===== src/rtl/adder_pkg.sv =====
// Shared constants and types for the nibble-serial adder.
// The nibble width and the FSM state encoding live here so that the
// top level and the nibble slice agree on them.
package adder_pkg;

  localparam int NIBBLE_W = 4;

  typedef enum logic [1:0] {
    IDLE = 2'd0,
    RUN  = 2'd1,
    DONE = 2'd2
  } nsa_state_t;

  // Two's-complement overflow of an addition, from the operand and sum sign bits.
  function automatic logic signed_ovf(input logic a_msb, input logic b_msb, input logic s_msb);
    return (a_msb == b_msb) && (s_msb != a_msb);
  endfunction

endpackage


===== src/rtl/adder4_logic_vector.sv =====
// Nibble datapath slice: purely combinational 4-bit adder with carry in/out.
module adder4_logic_vector
  import adder_pkg::*;
(
  input  logic [NIBBLE_W-1:0] a,
  input  logic [NIBBLE_W-1:0] b,
  input  logic                ci,
  output logic [NIBBLE_W-1:0] s,
  output logic                co
);

  logic [NIBBLE_W:0] w_sum;

  assign w_sum = {1'b0, a} + {1'b0, b} + {{NIBBLE_W{1'b0}}, ci};
  assign s     = w_sum[NIBBLE_W-1:0];
  assign co    = w_sum[NIBBLE_W];

endmodule


===== src/rtl/nibble_serial_adder.sv =====
// Nibble-serial adder: {co,s} = a + b + ci, one nibble per clock through a
// single 4-bit slice, with a ripple-carry flop linking successive nibbles.
// Operands come in on a valid/ready handshake (accepted only in IDLE) and the
// result is held on a second valid/ready handshake until consumed.
// Optional feature: define ADDER_OVERFLOW_EN to add the registered signed
// overflow output ovf; without it the port and its logic are absent.
module nibble_serial_adder
  import adder_pkg::*;
#(
  parameter int WIDTH = 16
)
(
  input  logic             clk,
  input  logic             reset,
  input  logic             in_valid,
  output logic             in_ready,
  input  logic [WIDTH-1:0] a,
  input  logic [WIDTH-1:0] b,
  input  logic             ci,
  output logic             out_valid,
  input  logic             out_ready,
  output logic [WIDTH-1:0] s,
  output logic             co
`ifdef ADDER_OVERFLOW_EN
  ,
  output logic             ovf
`endif
);

  localparam int NIBBLES = WIDTH / NIBBLE_W;
  localparam int CNT_W   = (NIBBLES > 1) ? $clog2(NIBBLES) : 1;

  if ((WIDTH % NIBBLE_W) != 0 || WIDTH < NIBBLE_W) begin : g_bad_width
    $error("nibble_serial_adder: WIDTH must be a multiple of 4 and >= 4");
  end

  nsa_state_t            r_state;
  logic [CNT_W-1:0]      r_cnt;
  logic                  r_carry;
  logic [WIDTH-1:0]      r_a_sh;
  logic [WIDTH-1:0]      r_b_sh;
  logic [WIDTH-1:0]      r_s;
  logic                  r_co;
  logic                  r_out_valid;

  logic [NIBBLE_W-1:0]   w_sum_nib;
  logic                  w_co_nib;
  logic [WIDTH-1:0]      w_s_next;
  logic                  w_last;

  assign in_ready  = (r_state == IDLE);
  assign out_valid = r_out_valid;
  assign s         = r_s;
  assign co        = r_co;
  assign w_last    = (r_state == RUN) && (r_cnt == CNT_W'(NIBBLES - 1));

  adder4_logic_vector u_adder4 (
    .a  (r_a_sh[NIBBLE_W-1:0]),
    .b  (r_b_sh[NIBBLE_W-1:0]),
    .ci (r_carry),
    .s  (w_sum_nib),
    .co (w_co_nib)
  );

  // Partial-sum shift register: new nibble enters at the top, so after the
  // last nibble the assembled word is already in LSB-first order.
  if (NIBBLES > 1) begin : g_multi
    logic [WIDTH-NIBBLE_W-1:0] r_s_part;

    // Collect the nibbles produced so far (upper WIDTH-4 bits of the running sum).
    always_ff @(posedge clk) begin
      if (r_state == RUN) begin
        r_s_part <= w_s_next[WIDTH-1:NIBBLE_W];
      end
    end

    assign w_s_next = {w_sum_nib, r_s_part};
  end else begin : g_single
    assign w_s_next = w_sum_nib;
  end

  // FSM, nibble counter, ripple-carry flop and result registers.
  // NOTE: sequential state is assigned with <= so every flop samples the
  // pre-edge value of every other flop, regardless of statement order.
  always_ff @(posedge clk) begin
    if (reset) begin
      r_state     <= IDLE;
      r_cnt       <= '0;
      r_carry     <= 1'b0;
      r_s         <= '0;
      r_co        <= 1'b0;
      r_out_valid <= 1'b0;
    end else begin
      case (r_state)
        IDLE: begin
          if (in_valid) begin
            r_state <= RUN;
            r_cnt   <= '0;
            r_carry <= ci;
          end
        end
        RUN: begin
          r_carry <= w_co_nib;
          r_cnt   <= r_cnt + CNT_W'(1);
          if (w_last) begin
            r_state     <= DONE;
            r_s         <= w_s_next;
            r_co        <= w_co_nib;
            r_out_valid <= 1'b1;
          end
        end
        DONE: begin
          if (out_ready) begin
            r_state     <= IDLE;
            r_out_valid <= 1'b0;
          end
        end
        default: r_state <= IDLE;
      endcase
    end
  end

  // Operand shift registers: load on accept, shift one nibble right per RUN cycle.
  // NOTE: pure datapath registers are left without reset; they are always
  // loaded before use, and a stale value can never reach the outputs.
  always_ff @(posedge clk) begin
    if (r_state == IDLE && in_valid) begin
      r_a_sh <= a;
      r_b_sh <= b;
    end else if (r_state == RUN) begin
      r_a_sh <= r_a_sh >> NIBBLE_W;
      r_b_sh <= r_b_sh >> NIBBLE_W;
    end
  end

`ifdef ADDER_OVERFLOW_EN
  logic r_ovf;

  // Signed overflow, taken from the sign bits of the final nibble and held with s.
  always_ff @(posedge clk) begin
    if (reset) begin
      r_ovf <= 1'b0;
    end else if (w_last) begin
      r_ovf <= signed_ovf(r_a_sh[NIBBLE_W-1], r_b_sh[NIBBLE_W-1], w_sum_nib[NIBBLE_W-1]);
    end
  end

  assign ovf = r_ovf;
`endif

endmodule


===== config.mk =====
export PLATFORM = sky130hd
export DESIGN_NAME = nibble_serial_adder
export DESIGN_NICKNAME = d
export VERILOG_FILES = /design/src/rtl/adder_pkg.sv /design/src/rtl/adder4_logic_vector.sv /design/src/rtl/nibble_serial_adder.sv
export SDC_FILE = /design/constraint.sdc
export NUM_CORES = 1
export LEC_CHECK = 0
export ABC_AREA = 1
export CORE_AREA = 10 10 82 84
export DETAILED_ROUTE_END_ITERATION = 8
export DIE_AREA = 0 0 92 94
export PLACE_DENSITY = 0.94
export SETUP_SLACK_MARGIN = 0.2
export SLEW_MARGIN = 5
export SYNTH_ARGS = -nofsm -noshare
export SYNTH_HDL_FRONTEND = slang
export SYNTH_SLANG_ARGS = --single-unit

===== constraint.sdc =====
create_clock -name clk -period 4 [get_ports clk]
set_clock_uncertainty 0.1 [all_clocks]
set_input_delay 1 -clock clk [delete_from_list [all_inputs] [get_ports clk]]
set_output_delay 1 -clock clk [all_outputs]
set_load 0.01 [all_outputs]

==> summary.md, run 1 <==
| Metric | Value |
|---|---|
| Final net count | `377` |
| Total routed wirelength | `5760 um` |
| Number of cells produced by synthesis | `276` |
| Arrival @ worst endpoint | `1.68 ns` |
| FF-to-FF setup slack | `2.21 ns` |
| Area growth from synthesis to layout | `29.7%` |
| Share of layout cells above drive strength 1 | `6.19%` |
| TritonCTS Buffers | `9` |
| Mean cell area of the mapped netlist | `10.0 um^2` |
| Top delay family on crit path | `buffers and inverters` |
| Post-CTS setup buffer count | `0` |
| Hold path start | `g_multi.r_s_part[6]` |
| Met3 global-route usage | `6.79%` |
| Die outline width | `92 um` |
| Post-route minimum period | `2.78 ns` |
| Num ports | `56` |
| Dominant cell type by area after synthesis | `edfxtp_1` |
| Data required time of the worst path | `2.90 ns` |
| Fraction of post-synthesis cell area in the top cell type by area | `47.8%` |
| Total power | `0.00164 W` |
| Worst reg2reg path startpoint | `r_a_sh[0]` |
| Vias in the first global route | `2073` |
| Cell Count Post-Placement | `393` |
| Worst-case headroom to the max-slew limit | `64.6%` |
| Inserted Diodes | `0` |
| Largest net degree at the start of global routing | `33` |
| First DRT Iteration DRCs | `110` |
| Stage delay of the slowest cell on the critical path | `0.60 ns` |
| Wire length per cell after detailed routing | `14.1 um` |
| Final setup violation count | `0` |
| Yosys warns | `0` |
| Initial cell density of the core | `54.4%` |
| Most common cell after layout, fill and taps aside | `nand2_1` |
| Worst hold path class | `flip-flop to flip-flop` |
| Final weighted congestion in routability-driven placement | `0.816` |
| Hold buffer count at cts | `0` |
| Wire length of the first global-routing pass | `9850 um` |
| CTS tree | `done` |
| Final Hold Viols | `0` |
| Die outline area | `8650 um^2` |
| Number of enable flip-flop cells after synthesis | `44` |
| Crit path buf inv count | `2` |
| Fraction of the yosys area taken by sequential cells | `64.5%` |
| Most utilized layer in the global route result | `met2` |
| GR Util met1 | `15.3%` |
| Clock edge transition at the registers on the reported setup and hold paths | `0.06 ns` |
| Total power density per cell area | `459 nW/um^2` |
| Total GRT Usage | `14.1%` |
| Ys flop type | `edfxtp_1` |
| Endpoint class of the critical path | `output port` |
| Vert. Die Dim | `94 um` |
| List of cells traversed by the critical path | `nor2_4 > buf_4 > clkdlybuf4s50_1` |
| Transition time of the tightest slew-check pin | `0.530 ns` |
| Worst IR drop on VDD | `271 uV` |
| Count of buffers from port buffering | `55` |
| Netlist Area Pre-Place | `2760 um^2` |
| Detailed-route via count | `2033` |
| Setup TNS Final | `0 ns` |
| DR DRC count | `0` |
| CP startpoint | `r_state[1]` |
| Cell variety after synth | `20` |
| Clock latency on the worst-skew pair | `0.34 ns` |
| Static leakage | `1.52 nW` |
| Detail Route Antenna Nets | `0` |
| Cell types with the largest area share after synthesis | `edfxtp_1, dfxtp_1, nand2_1` |
| Number of pins exceeding their max-slew limit in the final report | `0` |
| Result of the run | `finished, final reports clean` |
| Unrepaired setup endpoints after global routing | `false` |
| GRT met2 Usage | `23.1%` |
| Net count after synthesis | `319` |
| Number of cell rows | `26` |
| Per-cell via count in the routed design | `4.97` |
| H-Tree Depth | `3` |
| First-pass DRT Iterations | `4` |
| Max-cap viol count | `0` |
| Standard cell core area | `5070 um^2` |
| Post-synthesis register bit count | `67` |
| Number of antenna violations at the first check in global routing | `0` |
| Resized cells post-CTS | `0` |
| Clock tree root buffer cell | `clkbuf_8` |
| Type of element launching the critical path | `flip-flop` |
| Number of clock sinks seen by CTS | `67` |
| Residual overflow from global routing | `0` |
| Detailed placer's ending HPWL | `4040 um` |
| CP Max Fanout | `27` |
| Commonest cells after routing, fill and taps aside | `nand2_1, clkdlybuf4s50_1, edfxtp_1` |
| Number of cells in the finished layout apart from fillers | `409` |
| Filler Cell Count | `381` |
| Final core occ | `70.6%` |
| FMAX | `359 MHz` |
| Critical path type | `flip-flop to output port` |
| Clock Path Buffers | `2` |
| Share of the clock period used by the worst path | `69.6%` |
| Highest-delay cell along the critical path | `clkdlybuf4s50_1` |
| Proportion of synthesized flip-flops having asynchronous set or reset | `0%` |
## report_power, final
part	total, W	leakage [nW]	switching [W]	internal (W)
registers	0.000837	0.629	0.0000220	0.000815
clock network	0.000620	0.111	0.000234	0.000386
logic	0.000188	0.784	0.000106	0.0000823
total	0.00164	1.52	0.000362	0.00128
## flip-flops by register name, indices dropped and copies added, names as in the netlist
| name | count |
|---|---|
| r_a_sh | 16 |
| r_b_sh | 16 |
| s | 16 |
| g_multi.r_s_part | 12 |
| r_cnt | 2 |
| r_state | 2 |
| co | 1 |
| out_valid | 1 |
| r_carry | 1 |
## routing by layer
metal	part of all wire [%]	routed length, um
met1	40	2310
met2	48	2770
met3	10	602
met4	1.4	80
met5	0	0
## logic make-up after synthesis
group / synth area share (%)
AND/OR/NAND/NOR: 20.8
flip-flops: 64.5
buffers and inverters: 5.98
AO/OA/AOI/OAI: 5.17
adder cells (fa/ha/maj): 3.26
XOR/XNOR: 0.317
## path summary, 6_finish.rpt
check                              end  depth (start not counted)
setup / recovery              in_ready                          3
hold / removal     g_multi.r_s_part[2]                          0
setup reg to reg  g_multi.r_s_part[10]                          5
hold reg to reg    g_multi.r_s_part[2]                          0
## final cells by class
cell class                 instances  area [um^2]  share of cell area [%]
sequential                        67         1780                    49.8
clock buffer                      14          163                    4.54
inverter                          25         93.8                    2.62
timing repair buffer              59          581                    16.2
clock inverter                     2         60.1                    1.68
multi-input combinational        172          815                    22.7
tap                               70         87.6                    2.45
## through the flow
stage / hold slack, ns / worst slack, ns / area (um^2)
final: 0.350 / 1.22 / 3580
after global routing: 0.361 / 1.12 / 3580
after CTS: 0.349 / 1.21 / 3580
after detailed placement: 0.333 / 1.29 / 3360
after global placement: 0.329 / 1.37 / 3360
after floorplan: 0.327 / 1.56 / 2760
## worst reg2reg max path: cells and delay by family (launching register included)
family     cells  cell delay (ns)
fa+ha+maj      2             0.64
buf+inv        2             0.16
flops          1             0.39
xor+xnor       1             0.23
## cell usage after synthesis (2+ instances only)
library cell and instances:
nor2_1 40, a21oi_1 9, nor2_4 2, o21ai_0 18, ha_1 4, buf_6 2, nand3_1 30, inv_1 24
nand2_1 63, clkbuf_1 3, edfxtp_1 44, dfxtp_1 23, buf_2 6, fa_1 2
No activity file was read; power rests on OpenSTA's default activity.
==> run 2, diff against run 1 <==
Settings changed: CORE_AREA 10 10 82 84 to 10 10 85 87, DIE_AREA 0 0 92 94 to 0 0 95 97, PLACE_DENSITY 0.94 to 0.89.
Clock period 4 ns to 2.8 ns, I/O delays scaled along.
==> run 2 against run 1 <==
Setup slack lost 0.62 ns. Cell count up 0.98%. Largest cell class unchanged. Sequential cell count stayed put.
==> summary.md, run 2 (synthesis results as in run 1) <==
| Metric | Value |
|---|---|
| Worst hold path class | `flip-flop to flip-flop (unchanged)` |
| Transition time of the tightest slew-check pin | `0.557 ns (was 0.530 ns)` |
| Total GRT Usage | `12.6% (was 14.1%)` |
| Area growth from synthesis to layout | `28.9% (was 29.7%)` |
| Most common cell after layout, fill and taps aside | `nand2_1 (unchanged)` |
| Post-route minimum period | `2.21 ns` |
| Detailed-route via count | `2052 (was 2033)` |
| DR DRC count | `0 (unchanged)` |
| Number of cells in the finished layout apart from fillers | `413 (was 409)` |
| Share of layout cells above drive strength 1 | `7.33% (was 6.19%)` |
| Residual overflow from global routing | `0 (unchanged)` |
| Critical path type | `flip-flop to output port (unchanged)` |
| Inserted Diodes | `0 (unchanged)` |
| FMAX | `453 MHz` |
| Cell Count Post-Placement | `397 (was 393)` |
| Wire length per cell after detailed routing | `14.0 um (was 14.1 um)` |
| Worst IR drop on VDD | `373 uV (was 271 uV)` |
| Hold path start | `g_multi.r_s_part[7] (was g_multi.r_s_part[6])` |
| Endpoint class of the critical path | `output port (unchanged)` |
| Hold buffer count at cts | `0 (unchanged)` |
| CTS tree | `done (unchanged)` |
| Final setup violation count | `0 (unchanged)` |
| Die outline width | `95 um (was 92 um)` |
| Arrival @ worst endpoint | `1.41 ns (was 1.68 ns)` |
| Worst-case headroom to the max-slew limit | `62.9% (was 64.6%)` |
| Clock latency on the worst-skew pair | `0.34 ns (about the same)` |
| Largest net degree at the start of global routing | `27 (was 33)` |
| CP Max Fanout | `4 (was 27)` |
| Type of element launching the critical path | `flip-flop (unchanged)` |
| Clock tree root buffer cell | `clkbuf_8 (unchanged)` |
| H-Tree Depth | `3 (unchanged)` |
| Setup TNS Final | `0 ns (unchanged)` |
| Unrepaired setup endpoints after global routing | `false (unchanged)` |
| Final net count | `379 (was 377)` |
| Number of pins exceeding their max-slew limit in the final report | `0 (unchanged)` |
| Standard cell core area | `5470 um^2 (was 5070 um^2)` |
| Initial cell density of the core | `50.5% (was 54.4%)` |
| Clock edge transition at the registers on the reported setup and hold paths | `0.07 ns (was 0.06 ns)` |
| Commonest cells after routing, fill and taps aside | `nand2_1, clkdlybuf4s50_1, edfxtp_1 (unchanged)` |
| Number of cell rows | `27 (was 26)` |
| Total routed wirelength | `5780 um (was 5760 um)` |
| Final weighted congestion in routability-driven placement | `0.742 (was 0.816)` |
| Number of clock sinks seen by CTS | `67 (unchanged)` |
| CP startpoint | `r_state[1] (unchanged)` |
| Resized cells post-CTS | `0 (unchanged)` |
| Worst reg2reg path startpoint | `r_state[1] (was r_a_sh[0])` |
| Share of the clock period used by the worst path | `78.8%` |
| Clock Path Buffers | `2 (unchanged)` |
| Vert. Die Dim | `97 um (was 94 um)` |
| Static leakage | `1.52 nW (about the same)` |
| Detailed placer's ending HPWL | `4190 um (was 4040 um)` |
| Data required time of the worst path | `2.00 ns (was 2.90 ns)` |
| Die outline area | `9220 um^2 (was 8650 um^2)` |
| Wire length of the first global-routing pass | `9250 um (was 9850 um)` |
| Total power density per cell area | `608 nW/um^2 (was 459 nW/um^2)` |
| FF-to-FF setup slack | `0.92 ns (was 2.21 ns)` |
| Post-CTS setup buffer count | `0 (unchanged)` |
| First-pass DRT Iterations | `4 (unchanged)` |
| Detail Route Antenna Nets | `0 (unchanged)` |
| Number of antenna violations at the first check in global routing | `0 (unchanged)` |
| Count of buffers from port buffering | `55 (unchanged)` |
| Final Hold Viols | `0 (unchanged)` |
| First DRT Iteration DRCs | `107 (was 110)` |
| Per-cell via count in the routed design | `4.97 (about the same)` |
| Result of the run | `finished, final reports clean (unchanged)` |
| TritonCTS Buffers | `9 (unchanged)` |
| Max-cap viol count | `0 (unchanged)` |
| Vias in the first global route | `2134 (was 2073)` |
| Num ports | `56 (unchanged)` |
-- run 2: worst paths after layout --
path,endpoint,cells past startpoint
max,in_ready,2
min,g_multi.r_s_part[3],0
max reg2reg,r_b_sh[8],6
min reg2reg,g_multi.r_s_part[3],0
-- run 2: power breakdown --
part	switching (W)	total, W	internal [W]	leakage [nW]
logic	0.000151	0.000275	0.000124	0.799
clock network	0.000350	0.000691	0.000341	0.0894
registers	0.0000328	0.00120	0.00116	0.629
total	0.000534	0.00216	0.00163	1.52
-- run 2: critical path: stages (launching register included) --
cell and delay (ns):
dfxtp_1 0.36, nor2_4 0.15, clkdlybuf4s50_1 0.55
-- run 2: layout make-up --
| type | count | area [um^2] |
|---|---|---|
| Multi-Input combinational cell | 172 | 815 |
| Clock inverter | 5 | 28.8 |
| Inverter | 25 | 93.8 |
| Timing Repair Buffer | 61 | 608 |
| Tap cell | 72 | 90.1 |
| Clock buffer | 11 | 141 |
| Fill cell | 440 | 1910 |
| Sequential cell | 67 | 1780 |
-- run 2: metrics by stage --
stage | worst slack (ns) | hold slack [ns] | cell area [um^2] | power, W | util (%)
4_1_cts | 0.561 | 0.350 | 3560 | 0.00218 | 65.0
3_5_place_dp | 0.405 | 0.334 | 3390 | 0.00149 | 61.9
6_report | 0.594 | 0.349 | 3560 | 0.00216 | 65.0
3_3_place_gp | 0.481 | 0.330 | 3390 | 0.00147 | 61.9
5_1_grt | 0.521 | 0.355 | 3560 | 0.00227 | 65.0
2_1_floorplan | 0.663 | 0.327 | 2760 | 0.00137 | -
-- run 2: per-layer routing --
layer  vias up  global-route usage [%]  wire [um]
met5         -                       0          0
met4         0                    5.61         95
met3         9                    8.02        701
met2        74                    19.7       2720
met1       943                    13.0       2260
li1       1026                       -          -
